## config.mk

```make
export PLATFORM = sky130hd
export DESIGN_NAME = ctrl_pipe_flat
export DESIGN_NICKNAME = d
export VERILOG_FILES = /design/src/rtl/ctrl_pkg.sv /design/src/rtl/ctrl_pipe_if.sv /design/src/rtl/ctrl_decode.sv /design/src/rtl/ctrl_pipe.sv /design/src/flat_wrapper.sv
export SDC_FILE = /design/constraint.sdc
export NUM_CORES = 1
export LEC_CHECK = 0
export ABC_AREA = 0
export BUFFER_PORTS_ARGS = -buffer_cell sky130_fd_sc_hd__buf_2
export CAP_MARGIN = 40
export CORE_ASPECT_RATIO = 1.75
export CORE_MARGIN = 1.5
export CORE_UTILIZATION = 45
export CTS_BUF_LIST = sky130_fd_sc_hd__clkbuf_16
export CTS_CLUSTER_SIZE = 28
export DETAILED_ROUTE_END_ITERATION = 16
export GPL_ROUTABILITY_DRIVEN = 0
export PLACE_DENSITY_LB_ADDON = 0.08
export SLEW_MARGIN = 5
export SYNTH_ARGS = -nofsm -noshare
export SYNTH_HDL_FRONTEND = slang
export SYNTH_HIERARCHICAL = 1
export SYNTH_SLANG_ARGS = --single-unit
```

## constraint.sdc

```tcl
create_clock -name clk -period 4.1 [get_ports clk]
set_input_delay 0.205 -clock clk [delete_from_list [all_inputs] [get_ports clk]]
set_output_delay 0.205 -clock clk [all_outputs]
set_load 0.1 [all_outputs]
```

## src/rtl/ctrl_pkg.sv

```systemverilog
// rtl/ctrl_pkg.sv - WISC-15 control package: opcodes, ALU commands, control bundle
package ctrl_pkg;

    localparam int CMD_W = 4;
    localparam int RD_W  = 4;

    typedef enum logic [3:0] {
        OP_ADD  = 4'd0,  OP_PADDSB = 4'd1,  OP_SUB = 4'd2,  OP_NAND = 4'd3,
        OP_XOR  = 4'd4,  OP_SLL    = 4'd5,  OP_SRL = 4'd6,  OP_SRA  = 4'd7,
        OP_LW   = 4'd8,  OP_SW     = 4'd9,  OP_LHB = 4'd10, OP_LLB  = 4'd11,
        OP_B    = 4'd12, OP_CALL   = 4'd13, OP_RET = 4'd14, OP_HLT  = 4'd15
    } opcode_e;

    localparam logic [CMD_W-1:0] ALU_ADD    = 4'b0000;
    localparam logic [CMD_W-1:0] ALU_SUB    = 4'b0001;
    localparam logic [CMD_W-1:0] ALU_PADDSB = 4'b0010;
    localparam logic [CMD_W-1:0] ALU_XOR    = 4'b0100;
    localparam logic [CMD_W-1:0] ALU_NAND   = 4'b1000;
    localparam logic [CMD_W-1:0] ALU_SLL    = 4'b1100;
    localparam logic [CMD_W-1:0] ALU_SRL    = 4'b1110;
    localparam logic [CMD_W-1:0] ALU_SRA    = 4'b1111;

    typedef struct packed {
        logic [CMD_W-1:0] alu_cmd;
        logic             set_over;
        logic             set_zero;
        logic             branch;
        logic             mem_wrt;
        logic             mem_to_reg;
        logic             reg_wrt;
        logic             halt;
        logic [RD_W-1:0]  rd;
        logic             valid;
    } ctrl_bundle_t;

    // Register-register ALU ops and SW read the rt field.
    function automatic logic uses_rt(input logic [3:0] op);
        return (op <= 4'd7) || (op == 4'd9);
    endfunction

endpackage

```

## src/rtl/ctrl_pipe_if.sv

```systemverilog
// rtl/ctrl_pipe_if.sv - ID inputs and stage-aligned control outputs; perf counters under CTRL_PIPE_PERF_EN
interface ctrl_pipe_if #(
    parameter int OP_W      = 4,
    parameter int ALU_CMD_W = 4,
    parameter int REG_W     = 4
);
    logic [OP_W-1:0]      id_op;
    logic                 id_valid;
    logic [REG_W-1:0]     id_rd;
    logic [REG_W-1:0]     id_rs;
    logic [REG_W-1:0]     id_rt;
    logic                 stall;
    logic                 flush;
    logic                 hazard_stall;
    logic                 ex_valid;
    logic [ALU_CMD_W-1:0] ex_alu_cmd;
    logic                 ex_set_over;
    logic                 ex_set_zero;
    logic                 ex_branch;
    logic                 mem_valid;
    logic                 mem_wrt;
    logic                 mem_to_reg;
    logic                 wb_valid;
    logic                 wb_reg_wrt;
    logic                 wb_mem_to_reg;
    logic [REG_W-1:0]     wb_rd;
    logic                 halted;
`ifdef CTRL_PIPE_PERF_EN
    logic [31:0]          perf_retired;
    logic [31:0]          perf_bubbles;
`endif

    modport master (
        output id_op, id_valid, id_rd, id_rs, id_rt, stall, flush,
        input  hazard_stall, ex_valid, ex_alu_cmd, ex_set_over, ex_set_zero, ex_branch,
        input  mem_valid, mem_wrt, mem_to_reg,
        input  wb_valid, wb_reg_wrt, wb_mem_to_reg, wb_rd, halted
`ifdef CTRL_PIPE_PERF_EN
        , input perf_retired, perf_bubbles
`endif
    );

    modport slave (
        input  id_op, id_valid, id_rd, id_rs, id_rt, stall, flush,
        output hazard_stall, ex_valid, ex_alu_cmd, ex_set_over, ex_set_zero, ex_branch,
        output mem_valid, mem_wrt, mem_to_reg,
        output wb_valid, wb_reg_wrt, wb_mem_to_reg, wb_rd, halted
`ifdef CTRL_PIPE_PERF_EN
        , output perf_retired, perf_bubbles
`endif
    );
endinterface

```

## src/rtl/ctrl_decode.sv

```systemverilog
// rtl/ctrl_decode.sv - combinational opcode to control bundle decoder (valid=1 for legal codes)
module ctrl_decode
    import ctrl_pkg::*;
#(
    parameter int OP_W = 4
) (
    input  logic [OP_W-1:0] op,
    output ctrl_bundle_t    ctrl
);

    always_comb begin
        ctrl = '0;
        // Codes above the low 16 stay an all-zero bubble.
        if (int'(op) < 16) begin
            ctrl.valid = 1'b1;
            case (op[3:0])
                OP_ADD:    begin ctrl.alu_cmd = ALU_ADD;  ctrl.set_over = 1'b1; ctrl.set_zero = 1'b1; ctrl.reg_wrt = 1'b1; end
                OP_PADDSB: begin ctrl.alu_cmd = ALU_PADDSB; ctrl.reg_wrt = 1'b1; end
                OP_SUB:    begin ctrl.alu_cmd = ALU_SUB;  ctrl.set_over = 1'b1; ctrl.set_zero = 1'b1; ctrl.reg_wrt = 1'b1; end
                OP_NAND:   begin ctrl.alu_cmd = ALU_NAND; ctrl.set_zero = 1'b1; ctrl.reg_wrt = 1'b1; end
                OP_XOR:    begin ctrl.alu_cmd = ALU_XOR;  ctrl.set_zero = 1'b1; ctrl.reg_wrt = 1'b1; end
                OP_SLL:    begin ctrl.alu_cmd = ALU_SLL;  ctrl.set_zero = 1'b1; ctrl.reg_wrt = 1'b1; end
                OP_SRL:    begin ctrl.alu_cmd = ALU_SRL;  ctrl.set_zero = 1'b1; ctrl.reg_wrt = 1'b1; end
                OP_SRA:    begin ctrl.alu_cmd = ALU_SRA;  ctrl.set_zero = 1'b1; ctrl.reg_wrt = 1'b1; end
                OP_LW:     begin ctrl.reg_wrt = 1'b1; ctrl.mem_to_reg = 1'b1; end
                OP_SW:     ctrl.mem_wrt = 1'b1;
                OP_LHB:    ctrl.reg_wrt = 1'b1;
                OP_LLB:    ctrl.reg_wrt = 1'b1;
                OP_B:      ctrl.branch = 1'b1;
                OP_CALL:   begin ctrl.branch = 1'b1; ctrl.reg_wrt = 1'b1; end
                OP_RET:    ctrl.branch = 1'b1;
                OP_HLT:    ctrl.halt = 1'b1;
                default:   ctrl.valid = 1'b0;
            endcase
        end
    end

endmodule

```

## src/rtl/ctrl_pipe.sv

```systemverilog
// rtl/ctrl_pipe.sv - ID/EX/MEM/WB control pipeline with load-use hazard, stall, flush, halt; CTRL_PIPE_PERF_EN adds perf counters
module ctrl_pipe
    import ctrl_pkg::*;
#(
    parameter int OP_W      = 4,
    parameter int ALU_CMD_W = 4,
    parameter int REG_W     = 4
) (
    input  logic        clk,
    input  logic        rst,
    ctrl_pipe_if.slave  bus
);

    ctrl_bundle_t id_dec;
    ctrl_bundle_t id_ctrl;
    ctrl_bundle_t ex_q;
    ctrl_bundle_t mem_q;
    ctrl_bundle_t wb_q;
    logic         halt_seen;
    logic         halted_q;
    logic         rt_used;
    logic         hazard;
    logic         take_id;

    ctrl_decode #(.OP_W(OP_W)) u_decode (
        .op   (bus.id_op),
        .ctrl (id_dec)
    );

    // After HLT has entered EX, ID is ignored so only bubbles follow it.
    assign take_id = id_dec.valid && bus.id_valid && !halt_seen;

    always_comb begin
        id_ctrl = '0;
        if (take_id) begin
            id_ctrl    = id_dec;
            id_ctrl.rd = id_dec.reg_wrt ? RD_W'(bus.id_rd) : '0;
        end
    end

    assign rt_used = id_dec.valid && uses_rt(bus.id_op[3:0]);
    assign hazard  = ex_q.valid && ex_q.mem_to_reg && (ex_q.rd != '0) &&
                     ((ex_q.rd == RD_W'(bus.id_rs)) || ((ex_q.rd == RD_W'(bus.id_rt)) && rt_used));

    always_ff @(posedge clk) begin
        if (rst) begin
            ex_q      <= '0;
            mem_q     <= '0;
            wb_q      <= '0;
            halt_seen <= 1'b0;
            halted_q  <= 1'b0;
        end else if (!bus.stall) begin
            ex_q  <= (hazard || bus.flush) ? '0 : id_ctrl;
            mem_q <= ex_q;
            wb_q  <= mem_q;
            if (!hazard && !bus.flush && id_ctrl.halt) begin
                halt_seen <= 1'b1;
            end
            if (mem_q.valid && mem_q.halt) begin
                halted_q <= 1'b1;
            end
        end
    end

    assign bus.hazard_stall  = hazard;
    assign bus.ex_valid      = ex_q.valid;
    assign bus.ex_alu_cmd    = ALU_CMD_W'(ex_q.alu_cmd);
    assign bus.ex_set_over   = ex_q.set_over;
    assign bus.ex_set_zero   = ex_q.set_zero;
    assign bus.ex_branch     = ex_q.branch;
    assign bus.mem_valid     = mem_q.valid;
    assign bus.mem_wrt       = mem_q.mem_wrt;
    assign bus.mem_to_reg    = mem_q.mem_to_reg;
    assign bus.wb_valid      = wb_q.valid;
    assign bus.wb_reg_wrt    = wb_q.reg_wrt;
    assign bus.wb_mem_to_reg = wb_q.mem_to_reg;
    assign bus.wb_rd         = REG_W'(wb_q.rd);
    assign bus.halted        = halted_q;

    logic unused_wb_bits;
    assign unused_wb_bits = ^{wb_q.alu_cmd, wb_q.set_over, wb_q.set_zero, wb_q.branch, wb_q.mem_wrt, wb_q.halt};

`ifdef CTRL_PIPE_PERF_EN
    logic [31:0] retired_q;
    logic [31:0] bubbles_q;

    always_ff @(posedge clk) begin
        if (rst) begin
            retired_q <= '0;
            bubbles_q <= '0;
        end else if (!bus.stall && !halted_q) begin
            if (wb_q.valid) begin
                retired_q <= retired_q + 32'd1;
            end else begin
                bubbles_q <= bubbles_q + 32'd1;
            end
        end
    end

    assign bus.perf_retired = retired_q;
    assign bus.perf_bubbles = bubbles_q;
`endif

endmodule

```

## src/flat_wrapper.sv

```systemverilog
// flat-port wrapper written by rule: the top's interface ports become plain ports
module ctrl_pipe_flat import ctrl_pkg::*;
#(
    parameter int OP_W      = 4,
    parameter int ALU_CMD_W = 4,
    parameter int REG_W     = 4
)
  (clk, rst, bus_id_op, bus_id_valid, bus_id_rd, bus_id_rs, bus_id_rt, bus_stall, bus_flush, bus_hazard_stall, bus_ex_valid, bus_ex_alu_cmd, bus_ex_set_over, bus_ex_set_zero, bus_ex_branch, bus_mem_valid, bus_mem_wrt, bus_mem_to_reg, bus_wb_valid, bus_wb_reg_wrt, bus_wb_mem_to_reg, bus_wb_rd, bus_halted);
  ctrl_pipe_if #(.OP_W(OP_W), .ALU_CMD_W(ALU_CMD_W), .REG_W(REG_W)) bus_i ();
  input  logic clk;
  input  logic rst;
  input wire logic [$bits(bus_i.id_op)-1:0] bus_id_op;
  input wire logic [$bits(bus_i.id_valid)-1:0] bus_id_valid;
  input wire logic [$bits(bus_i.id_rd)-1:0] bus_id_rd;
  input wire logic [$bits(bus_i.id_rs)-1:0] bus_id_rs;
  input wire logic [$bits(bus_i.id_rt)-1:0] bus_id_rt;
  input wire logic [$bits(bus_i.stall)-1:0] bus_stall;
  input wire logic [$bits(bus_i.flush)-1:0] bus_flush;
  output wire logic [$bits(bus_i.hazard_stall)-1:0] bus_hazard_stall;
  output wire logic [$bits(bus_i.ex_valid)-1:0] bus_ex_valid;
  output wire logic [$bits(bus_i.ex_alu_cmd)-1:0] bus_ex_alu_cmd;
  output wire logic [$bits(bus_i.ex_set_over)-1:0] bus_ex_set_over;
  output wire logic [$bits(bus_i.ex_set_zero)-1:0] bus_ex_set_zero;
  output wire logic [$bits(bus_i.ex_branch)-1:0] bus_ex_branch;
  output wire logic [$bits(bus_i.mem_valid)-1:0] bus_mem_valid;
  output wire logic [$bits(bus_i.mem_wrt)-1:0] bus_mem_wrt;
  output wire logic [$bits(bus_i.mem_to_reg)-1:0] bus_mem_to_reg;
  output wire logic [$bits(bus_i.wb_valid)-1:0] bus_wb_valid;
  output wire logic [$bits(bus_i.wb_reg_wrt)-1:0] bus_wb_reg_wrt;
  output wire logic [$bits(bus_i.wb_mem_to_reg)-1:0] bus_wb_mem_to_reg;
  output wire logic [$bits(bus_i.wb_rd)-1:0] bus_wb_rd;
  output wire logic [$bits(bus_i.halted)-1:0] bus_halted;
  assign bus_i.id_op = bus_id_op;
  assign bus_i.id_valid = bus_id_valid;
  assign bus_i.id_rd = bus_id_rd;
  assign bus_i.id_rs = bus_id_rs;
  assign bus_i.id_rt = bus_id_rt;
  assign bus_i.stall = bus_stall;
  assign bus_i.flush = bus_flush;
  assign bus_hazard_stall = bus_i.hazard_stall;
  assign bus_ex_valid = bus_i.ex_valid;
  assign bus_ex_alu_cmd = bus_i.ex_alu_cmd;
  assign bus_ex_set_over = bus_i.ex_set_over;
  assign bus_ex_set_zero = bus_i.ex_set_zero;
  assign bus_ex_branch = bus_i.ex_branch;
  assign bus_mem_valid = bus_i.mem_valid;
  assign bus_mem_wrt = bus_i.mem_wrt;
  assign bus_mem_to_reg = bus_i.mem_to_reg;
  assign bus_wb_valid = bus_i.wb_valid;
  assign bus_wb_reg_wrt = bus_i.wb_reg_wrt;
  assign bus_wb_mem_to_reg = bus_i.wb_mem_to_reg;
  assign bus_wb_rd = bus_i.wb_rd;
  assign bus_halted = bus_i.halted;
  ctrl_pipe #(.OP_W(OP_W), .ALU_CMD_W(ALU_CMD_W), .REG_W(REG_W)) u_core (.clk(clk), .rst(rst), .bus(bus_i));
endmodule
```

# After elaboration in Yosys (flattened, before gate mapping)
# Index checks and enable logic that the tools add are counted.
[classes]
n_addsub = 0
multipliers = 0
n_div = 0
n_lt_le_gt_ge = 1
eq_ne = 17
shift = 0
muxes = 11
bitwise_logic = 1
n_reduce_logical = 22
[op_table]
columns = ["op", "n"]
rows = [
  ["$eq A4 B4 Y1 const B", 8],
  ["$mux W16", 2],
  ["$pmux W4 S7", 1],
  ["$eq A4 B3 Y1 const B", 4],
  ["$reduce_or A12 Y1", 1],
  ["$eq A4 B2 Y1 const B", 2],
  ["$eq A4 B4 Y1", 2],
  ["$logic_and A1 B1 Y1", 8],
  ["$mux W1", 7],
  ["$reduce_or A7 Y1", 1],
  ["$eq A4 B1 Y1 const B", 1],
  ["$le A4 B3 Y1 const B", 1],
  ["$logic_not A4 Y1", 1],
  ["$mux W4", 1],
  ["$reduce_and A2 Y1", 2],
  ["$reduce_bool A4 Y1", 1],
  ["$logic_not A1 Y1", 3],
  ["$logic_or A1 B1 Y1", 3],
  ["$reduce_or A3 Y1", 1],
  ["$reduce_or A2 Y1", 1],
  ["$not A1 Y1", 1],
]
[totals]
register_bits = 34
latchBits = 0
ram_bits = 0
mem_bits_ro = 0
input_bits = 21
out_inout_bits = 20
word_cells = 74
memories = 0

# Depth between registers and ports, before layout
# Gate-level depths: netlist of the first run.
[depth]
word_depth = 9
depth_mapped = 7
depth_no_buf = 6

# By module
# The synthesis of the first run kept the hierarchy.
[modules_own_cells]
columns = ["mod", "n_inst", "cells_per_inst", "area_each_um2", "seq_area_each_um2"]
rows = [
  ["ctrl_pipe", 1, 163, 1642.8, 680.7],
  ["ctrl_decode", 1, 26, 182.7, 0.0],
]

# Least setup slack after synthesis of the first run
# Ideal clock, no wire load.
[synth_path]
kind = "register to output"
start = "reg u_core.ex_q (netlist bit u_core/bus.ex_valid)"
end = "out bus_hazard_stall"
arrival_time_ns = 1.980
required_ns = 3.895
slack_ns = 1.915
stages_incl_launch_ff = 2
n_path_buf = 0
path_cell_list = "dfxtp_1 > and4_1"
[synth_via]
elab_chain_cells = 3
[synth_lines]
columns = ["item", "line_no", "rtl"]
rows = [
  ["start: declaration", "ctrl_pipe.sv:16", "ctrl_bundle_t ex_q;"],
  ["start signal: assignment", "ctrl_pipe.sv:53", "ex_q <= (hazard || bus.flush) ? '0 : id_ctrl;"],
  ["$logic_and A1 B1 Y1 (3 in a row)", "ctrl_pipe.sv:42", "assign hazard = ex_q.valid && ex_q.mem_to_reg && (ex_q.rd != '0) &&"],
  ["end: declaration", "flat_wrapper.sv:19", "output wire logic [$bits(bus_i.hazard_stall)-1:0] bus_hazard_stall;"],
]
# No other way between the ends.

# Worst setup path after layout of the first run
[layout_path]
start = "reg u_core/ex_q[3] in the netlist's numbering"
end = "out bus_hazard_stall"
[layout_via]
elab_chain_cells = 4
elab_cells_between_ends = 7
cone_classes = "2 x eq/ne; 5 x reduce/logical"
[layout_lines]
columns = ["item", "line_no", "rtl"]
rows = [
  ["$eq A4 B4 Y1", "ctrl_pipe.sv:43", "((ex_q.rd == RD_W'(bus.id_rs)) || ((ex_q.rd == RD_W'(bus.id_rt)) && rt_used));"],
  ["$logic_and A1 B1 Y1", "ctrl_pipe.sv:43", ""],
  ["$logic_or A1 B1 Y1", "ctrl_pipe.sv:43", ""],
  ["$logic_and A1 B1 Y1 *", "ctrl_pipe.sv:42", ""],
]
# Every way passes the cells marked *; elsewhere a longest branch is shown, timed or not.

==> results.json, run 1 <==
{
  "floorplan.core_area_um2": 3830,
  "max-vdd-ir-drop_uv": 270,
  "cts.sinks": 34,
  "flow.area_growth_from_synthesis_pct": 18.2,
  "clock_path_buffers": 2,
  "cap_violations": 0,
  "syn-num-nets": 205,
  "maximum_number_of_pins_on_one_net_before_global_route_repair": 36,
  "die_width_um": 50.7,
  "critical_path_required_ns": 3.89,
  "min-delay-path-class": "in2reg",
  "leakagePower_uw": 0.000859,
  "placement.io_buffers": 40,
  "largest-register": "u_core/ex_q",
  "synth_area_um2": 1790,
  "slew_headroom": 0.372,
  "power_per_cell_area_nw_per_um2": 436,
  "grt_setup_unrepaired": "false",
  "summed_negative_setup_slack_over_all_endpoints_ns": 0,
  "final-setup-viol-count": 0,
  "worstPathArrival_ns": 2.21,
  "ctsResizeCount": 0,
  "postLayoutSetupSlackWorst_ns": 1.69,
  "pre_repair_dr_iteration_count": 4,
  "end_kind": "output pin",
  "largest_reg_flops": 8,
  "final_layout_size_suffix_gt1_frac": 0.310,
  "outcome": "finished clean",
  "synthesis.area_per_instance_um2": 9.74,
  "detail_route.iter0.violations": 64,
  "post-route-util": 0.553,
  "detail_route.drc_violations": 0,
  "route.antenna.remaining_nets": 0,
  "post_dp_hpwl_um": 2850,
  "antenna_found_initial": 0,
  "layout.nets": 236,
  "wire_length_reported_by_the_detailed_router_um": 4180,
  "cts_buffers": 5,
  "synth_warnings": 6,
  "timing.critical_path.buf_inv": 1,
  "crit_path_top_delay_cell": "dfxtp_1",
  "cts_hold_repair.buffers": 0,
  "routed_wire_per_std_cell_um": 15.8,
  "finClkSkew_ns": 0.00417,
  "htree_num_levels": 2,
  "core.rowCount": 30,
  "initial_core_util": 0.468,
  "grtUsageTotal": 0.205,
  "report.final.hold_viol_count": 0,
  "crit_fanout": 17,
  "dpl_cell_area_um2": 1920,
  "path_clk_slew_ns": 0.06,
  "grt_pass1_wl_um": 6800,
  "final.period_utilization": 0.588,
  "clock_latency_ns": 0.28,
  "routed_via_density": 5.75,
  "worst_pin_slew_ns": 0.942,
  "finish.instance_area_um2": 2120,
  "layout_top_registers": "u_core/ex_q: 8 flops, u_core/mem_q: 6 flops",
  "setup.worst_path.class": "reg2out",
  "worstSetupStartpointType": "flop",
  "die_height_um": 86.5,
  "floorplan.io_pins": 41,
  "cts_root_buf": "clkbuf_16",
  "cts_tree": "yes",
  "layout_min_cycle_time_ns": 2.41,
  "max_frequency_ghz": 0.415,
  "timing.critical_path.max_delay_family": "simple AND/OR/NAND/NOR gates",
  "cts_setup_buffers": 0,
  "via_count": 1519,
  "fin_worst_hold_slack_ns": 0.274,
  "design.die.area_um2": 4380,
  "cell_chain_critical_path": "xnor2_1 -> nand2_1 -> o21ai_0 -> and4_1 -> buf_2",
  "syn-instance-count": 184,
  "drv_slew": 0,
  "globalRouteOverflowTotal": 0,
  "cp_slowest_stage_delay_ns": 0.46,
  "dpl_worst_slack_ns": 1.92,
  "first_global_vias": 1433,
  "antenna_diodes": 0
}
[metrics by stage]
step                cells  power (uW)
floorplan             184         418
global placement      255         436
detailed placement    256         438
CTS                   264         934
global route          264         952
finish                264         924
[final cells by class]
type / instances / area, um^2
clock buffer: 5 / 125
clock inverter: 3 / 68.8
fill: 388 / 1710
inverter: 1 / 3.75
multi-input combinational: 130 / 956
sequential: 34 / 681
tap: 48 / 60.1
timing repair buffer: 43 / 223
[metal layers]
| layer | vias to the layer above | wire length (um) | track usage | part of all wire |
|---|---|---|---|---|
| li1 | 741 | - | - | - |
| met5 | - | 0 | 0 | 0 |
| met3 | 10 | 217 | 0.0310 | 0.052 |
| met4 | 0 | 100 | 0.0934 | 0.024 |
| met2 | 52 | 2120 | 0.367 | 0.51 |
| met1 | 716 | 1740 | 0.234 | 0.42 |
[tightest hold or removal path: cells and delay by family]
family / cells / cell delay, ns
AO/OA/AOI/OAI: 1 / 0.06
buffers and inverters: 1 / 0.10
AND/OR/NAND/NOR: 3 / 0.14
[cells in the final DEF (no fill, tap or decap), drive strengths merged, types with 2 or more instances in the layout]
cell type / count
buf: 43
nor3b: 2
mux2i: 15
nand2: 10
a22oi: 15
o21ai: 2
a21oi: 20
nor2b: 4
dfxtp: 34
o2111ai: 16
nor2: 22
bufinv: 2
clkbuf: 5
xnor2: 8
[power breakdown]
part	total (uW)	leakage [uW]	internal, uW	switching, uW
combinational	92.4	0.000491	30.2	62.3
clock	492	0.0000940	349	143
sequential	339	0.000274	335	4.26
total	924	0.000859	714	210
[path summary, 6_finish.rpt]
check | startpoint | cells past startpoint | slack, ns | endpoint
worst max-delay path | u_core/ex_q[3] | 5 | 1.69 | bus_hazard_stall
worst min-delay path | bus_id_rd[3] | 5 | 0.27 | u_core/ex_q[4]
worst max register to register | u_core/ex_q[4] | 4 | 1.88 | u_core/bus.ex_alu_cmd[2]
worst min register to register | u_core/bus.halted | 2 | 0.47 | u_core/bus.halted
Power figures use the tool's default switching activity.
==> run 2, diff against run 1 <==
--- a/config.mk
+++ b/config.mk
@@ -5,7 +5,7 @@
 export SDC_FILE = /design/constraint.sdc
 export NUM_CORES = 1
 export LEC_CHECK = 0
-export ABC_AREA = 0
+export ABC_AREA = 1
 export BUFFER_PORTS_ARGS = -buffer_cell sky130_fd_sc_hd__buf_2
 export CAP_MARGIN = 40
 export CORE_ASPECT_RATIO = 1.75
==> constraint.sdc (replaced) <==
create_clock -name clk -period 2.5 [get_ports clk]
set_input_delay 0.125 -clock clk [delete_from_list [all_inputs] [get_ports clk]]
set_output_delay 0.125 -clock clk [all_outputs]
set_load 0.1 [all_outputs]
==> run 2 against run 1 <==
Effect of this change:
- critical path depth is 4 higher
- hold slack worse by 0.047 ns
- synthesized area shrank 9.7%
- power grew 36%
- clock-buffer cell count unchanged
- routed wire length decreased by 16%
- sequential power increased by 64%
- via count increased by 1.8%
- worst setup slack worse by 1.1 ns
- synthesized cell count rose by 27%
- clock skew about the same
- non-clock buffer count did not move
==> results.json, run 2 <==
{
  "wire_length_reported_by_the_detailed_router_um": 3510,
  "worstPathArrival_ns": 1.78,
  "layout_min_cycle_time_ns": 1.90,
  "detail_route.drc_violations": 0,
  "via_count": 1547,
  "grt_setup_unrepaired": "false",
  "first_global_vias": 1275,
  "cts.sinks": 34,
  "outcome": "finished clean",
  "synth_area_um2": 1620,
  "cell_chain_critical_path": "inv_2 -> a21oi_1 -> nand2_1 -> nor2_1 -> nand2_1 -> nand2_2 -> nand2_4 -> inv_1 -> buf_2",
  "grt_pass1_wl_um": 5710,
  "leakagePower_uw": 0.000874,
  "met1_usage": 0.218,
  "floorplan.io_pins": 41,
  "largest_reg_flops": 8,
  "worst_pin_slew_ns": 0.640,
  "clock_path_buffers": 2,
  "crit_fanout": 17,
  "cts_setup_buffers": 0,
  "finClkSkew_ns": 0.00426,
  "synth_warnings": 6,
  "max-vdd-ir-drop_uv": 443,
  "synthesis.area_per_instance_um2": 6.94,
  "fillCellCount": 370,
  "syn-num-nets": 254,
  "design.die.area_um2": 3980,
  "final-setup-viol-count": 0,
  "clock_latency_ns": 0.27,
  "grtUsageTotal": 0.188,
  "report.final.hold_viol_count": 0,
  "worstSetupStartpointType": "flop",
  "setup.worst_path.class": "reg2out",
  "min-delay-path-class": "in2reg",
  "detail_route.iter0.violations": 57,
  "cts_root_buf": "clkbuf_16",
  "route.antenna.remaining_nets": 0,
  "maximum_number_of_pins_on_one_net_before_global_route_repair": 35,
  "globalRouteOverflowTotal": 0,
  "met2_usage": 0.325,
  "die_width_um": 48.3,
  "cp_slowest_stage_delay_ns": 0.42,
  "finish.instance_area_um2": 1930,
  "timing.critical_path.max_delay_family": "buffers and inverters",
  "summed_negative_setup_slack_over_all_endpoints_ns": 0,
  "end_kind": "output pin",
  "ctsResizeCount": 0,
  "critical_path_required_ns": 2.38,
  "grt_util_met3": 0.0396,
  "cts_tree": "yes",
  "htree_num_levels": 2,
  "multi_input_area_um2": 754,
  "final.period_utilization": 0.762,
  "post_dp_hpwl_um": 2480,
  "die_height_um": 82.3,
  "routed_wire_per_std_cell_um": 11.3,
  "layout.nets": 285,
  "power_per_cell_area_nw_per_um2": 652,
  "mostFrequentLayoutCell": "nand2_1",
  "path_clk_slew_ns": 0.05,
  "power_uw": 1260,
  "flow.area_growth_from_synthesis_pct": 19.1,
  "antenna_diodes": 0,
  "seq_area_um2": 681,
  "timing.critical_path.buf_inv": 3,
  "drv_slew": 0,
  "slew_headroom": 0.574,
  "dpl_cell_area_um2": 1790,
  "placement.io_buffers": 40,
  "cts_buffers": 5,
  "final_layout_size_suffix_gt1_frac": 0.211,
  "antenna_found_initial": 0,
  "cap_violations": 0,
  "max_frequency_ghz": 0.525,
  "largest-register": "u_core/ex_q",
  "crit_path_top_delay_cell": "buf_2",
  "syn-instance-count": 233,
  "crit_path_frequent_cell": "nand2_1",
  "core.rowCount": 28,
  "initial_core_util": 0.476,
  "layout_top_registers": "u_core/ex_q: 8 flops, u_core/mem_q: 6 flops",
  "pre_repair_dr_iteration_count": 5,
  "layout.cells.most_common_list": "68 x nand2_1, 40 x buf_2, 34 x dfxtp_1",
  "top_usage_layer": "met2",
  "routed_via_density": 4.99,
  "cts_hold_repair.buffers": 0,
  "floorplan.core_area_um2": 3400
}
-- run 2: final timing paths --
kind	startpoint	end	slack (ns)	cells after the start
setup / recovery	u_core/ex_q[4]	bus_hazard_stall	0.60	9
setup reg to reg	u_core/ex_q[4]	u_core/ex_q[5]	1.11	9
hold / removal	bus_id_rd[0]	u_core/ex_q[1]	0.23	5
hold reg to reg	u_core/bus.wb_rd[0]	u_core/bus.wb_rd[0]	0.46	2
-- run 2: report_power, final --
part / internal, uW / switching, uW
clock: 362 / 208
combinational: 36.9 / 93.3
sequential: 551 / 4.50
-- run 2: through the flow --
step | util | setup WS (ns) | hold WS, ns | instances
6_report | 0.567 | 0.596 | 0.227 | 310
5_1_grt | 0.567 | 0.431 | 0.239 | 310
4_1_cts | 0.567 | 0.588 | 0.220 | 310
3_5_place_dp | 0.525 | 0.886 | 0.453 | 302
3_3_place_gp | 0.525 | 0.908 | 0.449 | 302
2_1_floorplan | - | 0.186 | 0.333 | 233
-- run 2: area by class of cell --
type	instances	share of cell area
inverters	19	0.0370
flip-flops and latches	34	0.353
repair buffers	43	0.116
clock inverters	3	0.00844
clock buffers	5	0.0649
well taps	45	0.0292
multi-input cells	161	0.392
-- run 2: routing by layer --
| layer | routed length [um] | vias up |
|---|---|---|
| met3 | 111 | 4 |
| met4 | 48 | 0 |
| met2 | 1800 | 36 |
| met5 | 0 | - |
| met1 | 1550 | 696 |
| li1 | - | 811 |
-- run 2: worst reg2reg max path: stages (launching register included) --
cell	delay [ns]
dfxtp_1	0.41
inv_2	0.07
a21oi_1	0.13
nand2_1	0.06
nor2_1	0.09
nand2_1	0.07
nand2_2	0.07
nand2_4	0.12
nand4_1	0.15
a21oi_1	0.08
